<file path="config.mk">
export PLATFORM = sky130hd
export DESIGN_NAME = memtrace_lane_dispatcher_flat
export DESIGN_NICKNAME = d
export VERILOG_FILES = /design/src/rtl/memtrace_pkg.sv /design/src/rtl/memtrace_lane_dispatcher_if.sv /design/src/rtl/memtrace_lane_fifo.sv /design/src/rtl/memtrace_lane_dispatcher.sv /design/src/flat_wrapper.sv
export SDC_FILE = /design/constraint.sdc
export NUM_CORES = 2
export LEC_CHECK = 0
export BUFFER_PORTS_ARGS = -buffer_cell sky130_fd_sc_hd__buf_4
export CAP_MARGIN = 0
export CORE_AREA = 10 10 496 498
export CTS_BUF_LIST = sky130_fd_sc_hd__clkbuf_4 sky130_fd_sc_hd__clkbuf_8 sky130_fd_sc_hd__clkbuf_16
export CTS_CLUSTER_DIAMETER = 40
export DETAILED_ROUTE_END_ITERATION = 10
export DIE_AREA = 0 0 506 508
export GPL_TIMING_DRIVEN = 1
export SYNTH_ARGS = -nofsm -noshare
export SYNTH_HDL_FRONTEND = slang
export SYNTH_SLANG_ARGS = --single-unit
</file>
<file path="constraint.sdc">
create_clock -name clock -period 8 [get_ports clock]
set_input_delay 0 -clock clock [delete_from_list [all_inputs] [get_ports clock]]
set_output_delay 0 -clock clock [all_outputs]
set_load 0.01 [all_outputs]
</file>
<file path="src/rtl/memtrace_pkg.sv">
// Shared types for the memory-trace path: per-lane request layout and field widths.
// Kept free of lane-count parameters so the trace-reader wrapper can import it too.
package memtrace_pkg;

    localparam int ADDR_WIDTH    = 64;
    localparam int DATA_WIDTH    = 64;
    localparam int LOGSIZE_WIDTH = 32;
    localparam int MAX_LOGSIZE   = 3;

    typedef struct packed {
        logic [ADDR_WIDTH-1:0]    address;
        logic                     is_store;
        logic [LOGSIZE_WIDTH-1:0] size;
        logic [DATA_WIDTH-1:0]    data;
    } mem_req_t;

    // Accesses wider than 8 bytes cannot be expressed on the request channel.
    function automatic logic size_illegal(input logic [LOGSIZE_WIDTH-1:0] size);
        return size > LOGSIZE_WIDTH'(MAX_LOGSIZE);
    endfunction

endpackage

</file>
<file path="src/rtl/memtrace_lane_dispatcher_if.sv">
// Trace-beat input, per-lane request output and response pulses of the dispatcher.
// master = environment (trace reader + memory), slave = dispatcher.
interface memtrace_lane_dispatcher_if
    import memtrace_pkg::*;
#(
    parameter int NUM_LANES = 4
);

    logic                               trace_read_ready;
    logic [NUM_LANES-1:0]               trace_read_valid;
    logic [ADDR_WIDTH*NUM_LANES-1:0]    trace_read_address;
    logic [NUM_LANES-1:0]               trace_read_is_store;
    logic [LOGSIZE_WIDTH*NUM_LANES-1:0] trace_read_size;
    logic [DATA_WIDTH*NUM_LANES-1:0]    trace_read_data;
    logic                               trace_read_finished;

    logic [NUM_LANES-1:0]               req_valid;
    logic [NUM_LANES-1:0]               req_ready;
    logic [ADDR_WIDTH*NUM_LANES-1:0]    req_address;
    logic [NUM_LANES-1:0]               req_is_store;
    logic [LOGSIZE_WIDTH*NUM_LANES-1:0] req_size;
    logic [DATA_WIDTH*NUM_LANES-1:0]    req_data;

    logic [NUM_LANES-1:0]               resp_valid;

    modport master (
        input  trace_read_ready,
        output trace_read_valid, trace_read_address, trace_read_is_store,
        output trace_read_size, trace_read_data, trace_read_finished,
        input  req_valid, req_address, req_is_store, req_size, req_data,
        output req_ready, resp_valid
    );

    modport slave (
        output trace_read_ready,
        input  trace_read_valid, trace_read_address, trace_read_is_store,
        input  trace_read_size, trace_read_data, trace_read_finished,
        output req_valid, req_address, req_is_store, req_size, req_data,
        input  req_ready, resp_valid
    );

endinterface

</file>
<file path="src/rtl/memtrace_lane_fifo.sv">
// Single-lane request FIFO with occupancy count; head is presented combinationally
// and forced to zero while empty so idle request fields read as 0.
module memtrace_lane_fifo
    import memtrace_pkg::*;
#(
    parameter int DEPTH = 4
) (
    input  logic                   clock,
    input  logic                   reset,
    input  logic                   push,
    input  mem_req_t               push_data,
    input  logic                   pop,
    output mem_req_t               head,
    output logic                   empty,
    output logic [$clog2(DEPTH):0] count
);

    localparam int PTR_W = $clog2(DEPTH);

    mem_req_t             mem [DEPTH];
    logic [PTR_W-1:0]     wr_ptr_reg;
    logic [PTR_W-1:0]     rd_ptr_reg;
    logic [PTR_W:0]       count_reg;
    logic                 do_push;
    logic                 do_pop;

    assign do_push = push && (count_reg != (PTR_W+1)'(DEPTH));
    assign do_pop  = pop && (count_reg != '0);

    always_ff @(posedge clock) begin
        if (do_push) begin
            mem[wr_ptr_reg] <= push_data;
        end
    end

    // Pointers are exactly log2(DEPTH) wide, so they wrap without explicit compare.
    always_ff @(posedge clock or negedge reset) begin
        if (!reset) begin
            wr_ptr_reg <= '0;
            rd_ptr_reg <= '0;
            count_reg  <= '0;
        end else begin
            if (do_push) begin
                wr_ptr_reg <= wr_ptr_reg + 1'b1;
            end
            if (do_pop) begin
                rd_ptr_reg <= rd_ptr_reg + 1'b1;
            end
            case ({do_push, do_pop})
                2'b10:   count_reg <= count_reg + 1'b1;
                2'b01:   count_reg <= count_reg - 1'b1;
                default: count_reg <= count_reg;
            endcase
        end
    end

    assign empty = (count_reg == '0);
    assign count = count_reg;
    assign head  = empty ? '0 : mem[rd_ptr_reg];

endmodule

</file>
<file path="src/rtl/memtrace_lane_dispatcher.sv">
// Splits all-lanes trace beats into per-lane request streams, caps outstanding
// requests per lane, and reports a drained finish and sticky protocol errors.
module memtrace_lane_dispatcher
    import memtrace_pkg::*;
#(
    parameter int NUM_LANES    = 4,
    parameter int FIFO_DEPTH   = 4,
    parameter int MAX_INFLIGHT = 8
) (
    input  logic                        clock,
    input  logic                        reset,
    memtrace_lane_dispatcher_if.slave   bus,
    output logic                        finished,
    output logic                        error
);

    localparam int CNT_W = $clog2(FIFO_DEPTH) + 1;
    localparam int INF_W = $clog2(MAX_INFLIGHT + 1);

    logic                               out_of_reset_reg;
    logic                               finished_seen_reg;
    logic                               finished_reg;
    logic                               error_reg;
    logic                               accept;

    logic [NUM_LANES-1:0]               lane_full;
    logic [NUM_LANES-1:0]               lane_empty;
    logic [NUM_LANES-1:0]               enq;
    logic [NUM_LANES-1:0]               issue;
    logic [NUM_LANES-1:0]               inflight_zero;
    logic [NUM_LANES-1:0]               lane_error;

    logic [NUM_LANES-1:0]               req_valid_w;
    logic [ADDR_WIDTH*NUM_LANES-1:0]    req_address_w;
    logic [NUM_LANES-1:0]               req_is_store_w;
    logic [LOGSIZE_WIDTH*NUM_LANES-1:0] req_size_w;
    logic [DATA_WIDTH*NUM_LANES-1:0]    req_data_w;

    // Ready is purely state-derived so the reader never sees a combinational loop.
    assign accept = out_of_reset_reg && !(|lane_full);

    for (genvar gi = 0; gi < NUM_LANES; gi++) begin : g_lane
        mem_req_t         in_req;
        mem_req_t         head;
        logic [CNT_W-1:0] count;
        logic [INF_W-1:0] inflight_reg;

        assign in_req = {bus.trace_read_address[ADDR_WIDTH*gi +: ADDR_WIDTH],
                         bus.trace_read_is_store[gi],
                         bus.trace_read_size[LOGSIZE_WIDTH*gi +: LOGSIZE_WIDTH],
                         bus.trace_read_data[DATA_WIDTH*gi +: DATA_WIDTH]};

        assign enq[gi] = accept && bus.trace_read_valid[gi];

        memtrace_lane_fifo #(
            .DEPTH (FIFO_DEPTH)
        ) u_fifo (
            .clock     (clock),
            .reset     (reset),
            .push      (enq[gi]),
            .push_data (in_req),
            .pop       (issue[gi]),
            .head      (head),
            .empty     (lane_empty[gi]),
            .count     (count)
        );

        assign lane_full[gi]     = (count == CNT_W'(FIFO_DEPTH));
        assign inflight_zero[gi] = (inflight_reg == '0);
        assign req_valid_w[gi]   = !lane_empty[gi] && (inflight_reg < INF_W'(MAX_INFLIGHT));
        assign issue[gi]         = req_valid_w[gi] && bus.req_ready[gi];

        assign req_address_w[ADDR_WIDTH*gi +: ADDR_WIDTH]          = head.address;
        assign req_is_store_w[gi]                                  = head.is_store;
        assign req_size_w[LOGSIZE_WIDTH*gi +: LOGSIZE_WIDTH]       = head.size;
        assign req_data_w[DATA_WIDTH*gi +: DATA_WIDTH]             = head.data;

        // A response with nothing outstanding is a protocol error, not an underflow.
        assign lane_error[gi] = (bus.resp_valid[gi] && inflight_zero[gi]) ||
                                (enq[gi] && size_illegal(in_req.size));

        always_ff @(posedge clock or negedge reset) begin
            if (!reset) begin
                inflight_reg <= '0;
            end else if (issue[gi] && !bus.resp_valid[gi]) begin
                inflight_reg <= inflight_reg + 1'b1;
            end else if (!issue[gi] && bus.resp_valid[gi] && !inflight_zero[gi]) begin
                inflight_reg <= inflight_reg - 1'b1;
            end
        end
    end

    always_ff @(posedge clock or negedge reset) begin
        if (!reset) begin
            out_of_reset_reg  <= 1'b0;
            finished_seen_reg <= 1'b0;
            finished_reg      <= 1'b0;
            error_reg         <= 1'b0;
        end else begin
            out_of_reset_reg <= 1'b1;
            if (bus.trace_read_finished) begin
                finished_seen_reg <= 1'b1;
            end
            if (finished_seen_reg && (&lane_empty) && (&inflight_zero)) begin
                finished_reg <= 1'b1;
            end
            if (|lane_error) begin
                error_reg <= 1'b1;
            end
        end
    end

    assign bus.trace_read_ready = accept;
    assign bus.req_valid        = req_valid_w;
    assign bus.req_address      = req_address_w;
    assign bus.req_is_store     = req_is_store_w;
    assign bus.req_size         = req_size_w;
    assign bus.req_data         = req_data_w;
    assign finished             = finished_reg;
    assign error                = error_reg;

endmodule

</file>
<file path="src/flat_wrapper.sv">
// flat-port wrapper written by rule: the top's interface ports become plain ports
module memtrace_lane_dispatcher_flat import memtrace_pkg::*;
#(
    parameter int NUM_LANES    = 4,
    parameter int FIFO_DEPTH   = 4,
    parameter int MAX_INFLIGHT = 8
)
  (clock, reset, finished, error, bus_trace_read_ready, bus_trace_read_valid, bus_trace_read_address, bus_trace_read_is_store, bus_trace_read_size, bus_trace_read_data, bus_trace_read_finished, bus_req_valid, bus_req_address, bus_req_is_store, bus_req_size, bus_req_data, bus_req_ready, bus_resp_valid);
  memtrace_lane_dispatcher_if #(.NUM_LANES(NUM_LANES)) bus_i ();
  input  logic clock;
  input  logic reset;
  output logic finished;
  output logic error;
  output wire logic [$bits(bus_i.trace_read_ready)-1:0] bus_trace_read_ready;
  input wire logic [$bits(bus_i.trace_read_valid)-1:0] bus_trace_read_valid;
  input wire logic [$bits(bus_i.trace_read_address)-1:0] bus_trace_read_address;
  input wire logic [$bits(bus_i.trace_read_is_store)-1:0] bus_trace_read_is_store;
  input wire logic [$bits(bus_i.trace_read_size)-1:0] bus_trace_read_size;
  input wire logic [$bits(bus_i.trace_read_data)-1:0] bus_trace_read_data;
  input wire logic [$bits(bus_i.trace_read_finished)-1:0] bus_trace_read_finished;
  output wire logic [$bits(bus_i.req_valid)-1:0] bus_req_valid;
  output wire logic [$bits(bus_i.req_address)-1:0] bus_req_address;
  output wire logic [$bits(bus_i.req_is_store)-1:0] bus_req_is_store;
  output wire logic [$bits(bus_i.req_size)-1:0] bus_req_size;
  output wire logic [$bits(bus_i.req_data)-1:0] bus_req_data;
  input wire logic [$bits(bus_i.req_ready)-1:0] bus_req_ready;
  input wire logic [$bits(bus_i.resp_valid)-1:0] bus_resp_valid;
  assign bus_trace_read_ready = bus_i.trace_read_ready;
  assign bus_i.trace_read_valid = bus_trace_read_valid;
  assign bus_i.trace_read_address = bus_trace_read_address;
  assign bus_i.trace_read_is_store = bus_trace_read_is_store;
  assign bus_i.trace_read_size = bus_trace_read_size;
  assign bus_i.trace_read_data = bus_trace_read_data;
  assign bus_i.trace_read_finished = bus_trace_read_finished;
  assign bus_req_valid = bus_i.req_valid;
  assign bus_req_address = bus_i.req_address;
  assign bus_req_is_store = bus_i.req_is_store;
  assign bus_req_size = bus_i.req_size;
  assign bus_req_data = bus_i.req_data;
  assign bus_i.req_ready = bus_req_ready;
  assign bus_i.resp_valid = bus_resp_valid;
  memtrace_lane_dispatcher #(.NUM_LANES(NUM_LANES), .FIFO_DEPTH(FIFO_DEPTH), .MAX_INFLIGHT(MAX_INFLIGHT)) u_core (.clock(clock), .reset(reset), .bus(bus_i), .finished(finished), .error(error));
endmodule
</file>
==> impl_metrics.tcl <==
set metrics [dict create \
    fp.coreArea_um2 237000 \
    final-max-slew-violation-count 0 \
    area_delta_synth_final_pct 40.2 \
    clk_pin_slew_ns 0.05 \
    hp-class "primary input to flip-flop" \
    finalSetupViolations 0 \
    cpPeakStageDelay_ns 0.84 \
    grt_overflow_total 0 \
    worstPathArrival_ns 4.00 \
    timing.critical_path.buf_inv 3 \
    synthFlopType "edfxtp_1" \
    post-cts-setup-buffer-count 0 \
    grt_pass1_vias 59700 \
    crit_chain "buf_4 > buf_4 > mux4_2 > and2_1 > buf_4" \
    cp_top_family "buffers and inverters" \
    synth-xor-area-share 0.00280 \
    die_w_um 506 \
    cts_root_buf "clkbuf_16" \
    vdd_drop_max_v 0.000274 \
    max-slew-margin-rel 0.117 \
    fillers 17300 \
    synth_top_family_by_area "multiplexers" \
    synth_cell_types 46 \
    final_cell_mix "edfxtp_1, buf_4, dlygate4sd3_1, mux4_2, and2_1" \
    power_density_nw_per_um2 367 \
    timing.critical_path.mode_cell "buf_4" \
    period_needed_ns 4.00 \
    hold_buffers 1312 \
    crit_path_end_kind "output port" \
    wl_per_cell_um 26.6 \
    synth_fa_ha_area_frac 0.00510 \
    ys_seq_area_frac 0.786 \
    fin_tns_setup_ns 0 \
    hold_viol 0 \
    grt_pass1_wl_um 413000 \
    synth-simple-area-share 0.0476 \
    antenna_found_initial 115 \
    largest_reg_flops 2576 \
    finalCritPeriodShare 0.500 \
    drt_iter0_markers 4482 \
    dp_slack_ns 4.03 \
    layout_commonest_cell "edfxtp_1" \
    crit_fanout 34 \
    synth_top_area_cell "edfxtp_1" \
    cts_num_sinks 2624 \
    worst_pin_slew_ns 1.33 \
    max_freq_ghz 0.250 \
    cp_slowest_cell "dfrtp_4" \
    design.die.area_um2 257000 \
    initial_utilization 0.423 \
    grt_max_degree 162 \
    synth_cells 4394 \
    via_count 55800 \
    cp.required_ns 8.00 \
    final_layout_size_suffix_gt1_frac 0.360 \
    status "finished, final reports clean" \
    ys_ff_latch 2624 \
    numCtsBuffers 392 \
    ys_warn_count 0 \
    syn-num-nets 5089 \
    muxShareOfSynthArea 0.147 \
    power_leakage_nw 49.0 \
    detail-route-antenna-nets 0 \
    avgViaCountPerCell 5.17 \
    synth_top_area_frac 0.774 \
    drt_pre_antenna_iters 5 \
    rsz0062_at_grt "no" \
    drv_cap 0 \
    setup_slack_ns 4.00 \
    die_h_um 508 \
    clock_path_buffers 4 \
    ys_async_sr_fraction 0.0183 \
    rows 179 \
    synth.area.top_cells "edfxtp_1, mux4_2, and2_1" \
    place_congestion 0.812 \
    port_buffers 1309 \
    synth-edff-count 2576 \
    drc 0 \
    netlist_area_um2 100000 \
    cp-start-kind "flip-flop" \
    h-tree-depth 5 \
    nNetsFinal 7935 \
    clk_latency_ns 0.98 \
    synth_compound_area_frac 0.00161 \
    ios 1310 \
    grt_usage 0.216 \
    skew_ns 0.0928 \
    wirelength_um 286000 \
    dp.cells 8701 \
    path_class "flip-flop to output port" \
    syn_avg_cell_area_um2 22.8 \
    finalNonFillerCells 10800 \
    dpl.hpwl_um 180000 \
    cts_resized 0 \
    cts_tree "built" \
]
==> cell usage after synthesis (2+ instances only) <==
cell,number
o211ai_1,6
nor3_1,5
nand4_1,7
fa_1,8
ha_1,28
edfxtp_1,2576
or3_1,3
mux2_4,2
nor4_1,28
xnor2_1,19
nor4b_1,2
nor2b_1,162
and4_1,2
and3_1,16
buf_1,14
clkbuf_1,119
nor2_1,12
and2_1,491
nand2_1,18
a21oi_1,5
dfrtp_1,48
mux2i_1,3
xor2_1,13
o21ai_0,2
nor3b_1,3
mux2_2,9
or4_1,5
buf_2,85
mux4_2,644
nand3_1,5
a21oi_2,3
a21o_1,4
inv_1,34
==> where the power goes <==
| group | leakage [nW] | switching, mW | total, mW | internal, mW |
|---|---|---|---|---|
| registers | 23.8 | 0.714 | 17.5 | 16.8 |
| logic | 18.7 | 8.75 | 16.8 | 8.04 |
| clock network | 6.43 | 6.31 | 17.2 | 10.9 |
| total | 49.0 | 15.8 | 51.4 | 35.7 |
==> worst register-to-register path, cell delays in order (launching register included) <==
cell,delay (ns)
dfrtp_1,0.39
nor3b_1,0.17
nor4b_1,0.36
nor2b_2,0.43
buf_4,0.30
and3_4,0.94
buf_4,0.84
==> cell type report <==
| class | instances | area, µm² | share of cell area |
|---|---|---|---|
| Sequential cell | 2624 | 78600 | 0.561 |
| Multi-Input combinational cell | 1516 | 20500 | 0.146 |
| Inverter | 35 | 131 | 0.000937 |
| Antenna cell | 65 | 163 | 0.00116 |
| Timing Repair Buffer | 2671 | 23600 | 0.168 |
| Clock buffer | 421 | 10100 | 0.0720 |
| Clock inverter | 281 | 3210 | 0.0229 |
| Tap cell | 3167 | 3960 | 0.0283 |
==> routing by layer <==
| layer | vias up | GRT usage | part of all wire |
|---|---|---|---|
| met5 | - | 0 | 0.0012 |
| met2 | 2150 | 0.354 | 0.49 |
| li1 | 24000 | - | - |
| met1 | 29100 | 0.267 | 0.38 |
| met3 | 550 | 0.0731 | 0.089 |
| met4 | 62 | 0.0854 | 0.041 |
==> through the flow <==
| stage | power [mW] | utilization | area (µm²) | hold WS [ns] |
|---|---|---|---|---|
| 2_1_floorplan | 26.4 | - | 100000 | -0.296 |
| 3_3_place_gp | 34.2 | 0.480 | 114000 | 0.130 |
| 3_5_place_dp | 34.2 | 0.480 | 114000 | 0.132 |
| 4_1_cts | 52.1 | 0.592 | 140000 | 0.0376 |
| 5_1_grt | 53.6 | 0.592 | 140000 | 0.0608 |
| 6_report | 51.4 | 0.593 | 140000 | 0.0387 |
==> cells by family after synthesis <==
kind of cell,after synthesis
mux,658
xor+xnor,32
compound gates,23
simple gates,766
flops,2624
fa+ha+maj,36
other cells,1
buf+inv,254
==> worst paths after layout <==
kind	start	endpoint	slack, ns	depth (start not counted)
min	bus_trace_read_size[45]	u_core.g_lane[1].u_fifo.mem[3][77]	0.04	2
max in group asynchronous	reset	u_core.g_lane[3].u_fifo.rd_ptr_reg[1]	7.26	4
max reg2reg	u_core.g_lane[1].u_fifo.count[2]	u_core.g_lane[1].u_fifo.mem[1][2]	4.13	6
min reg2reg	u_core.finished_seen_reg	u_core.finished_seen_reg	0.48	1
min in group asynchronous	reset	u_core.g_lane[1].inflight_reg[3]	0.45	4
max	u_core.g_lane[3].u_fifo.rd_ptr_reg[0]	bus_req_size[99]	4.00	5
Note: power is estimated with default switching activity, not from simulation.
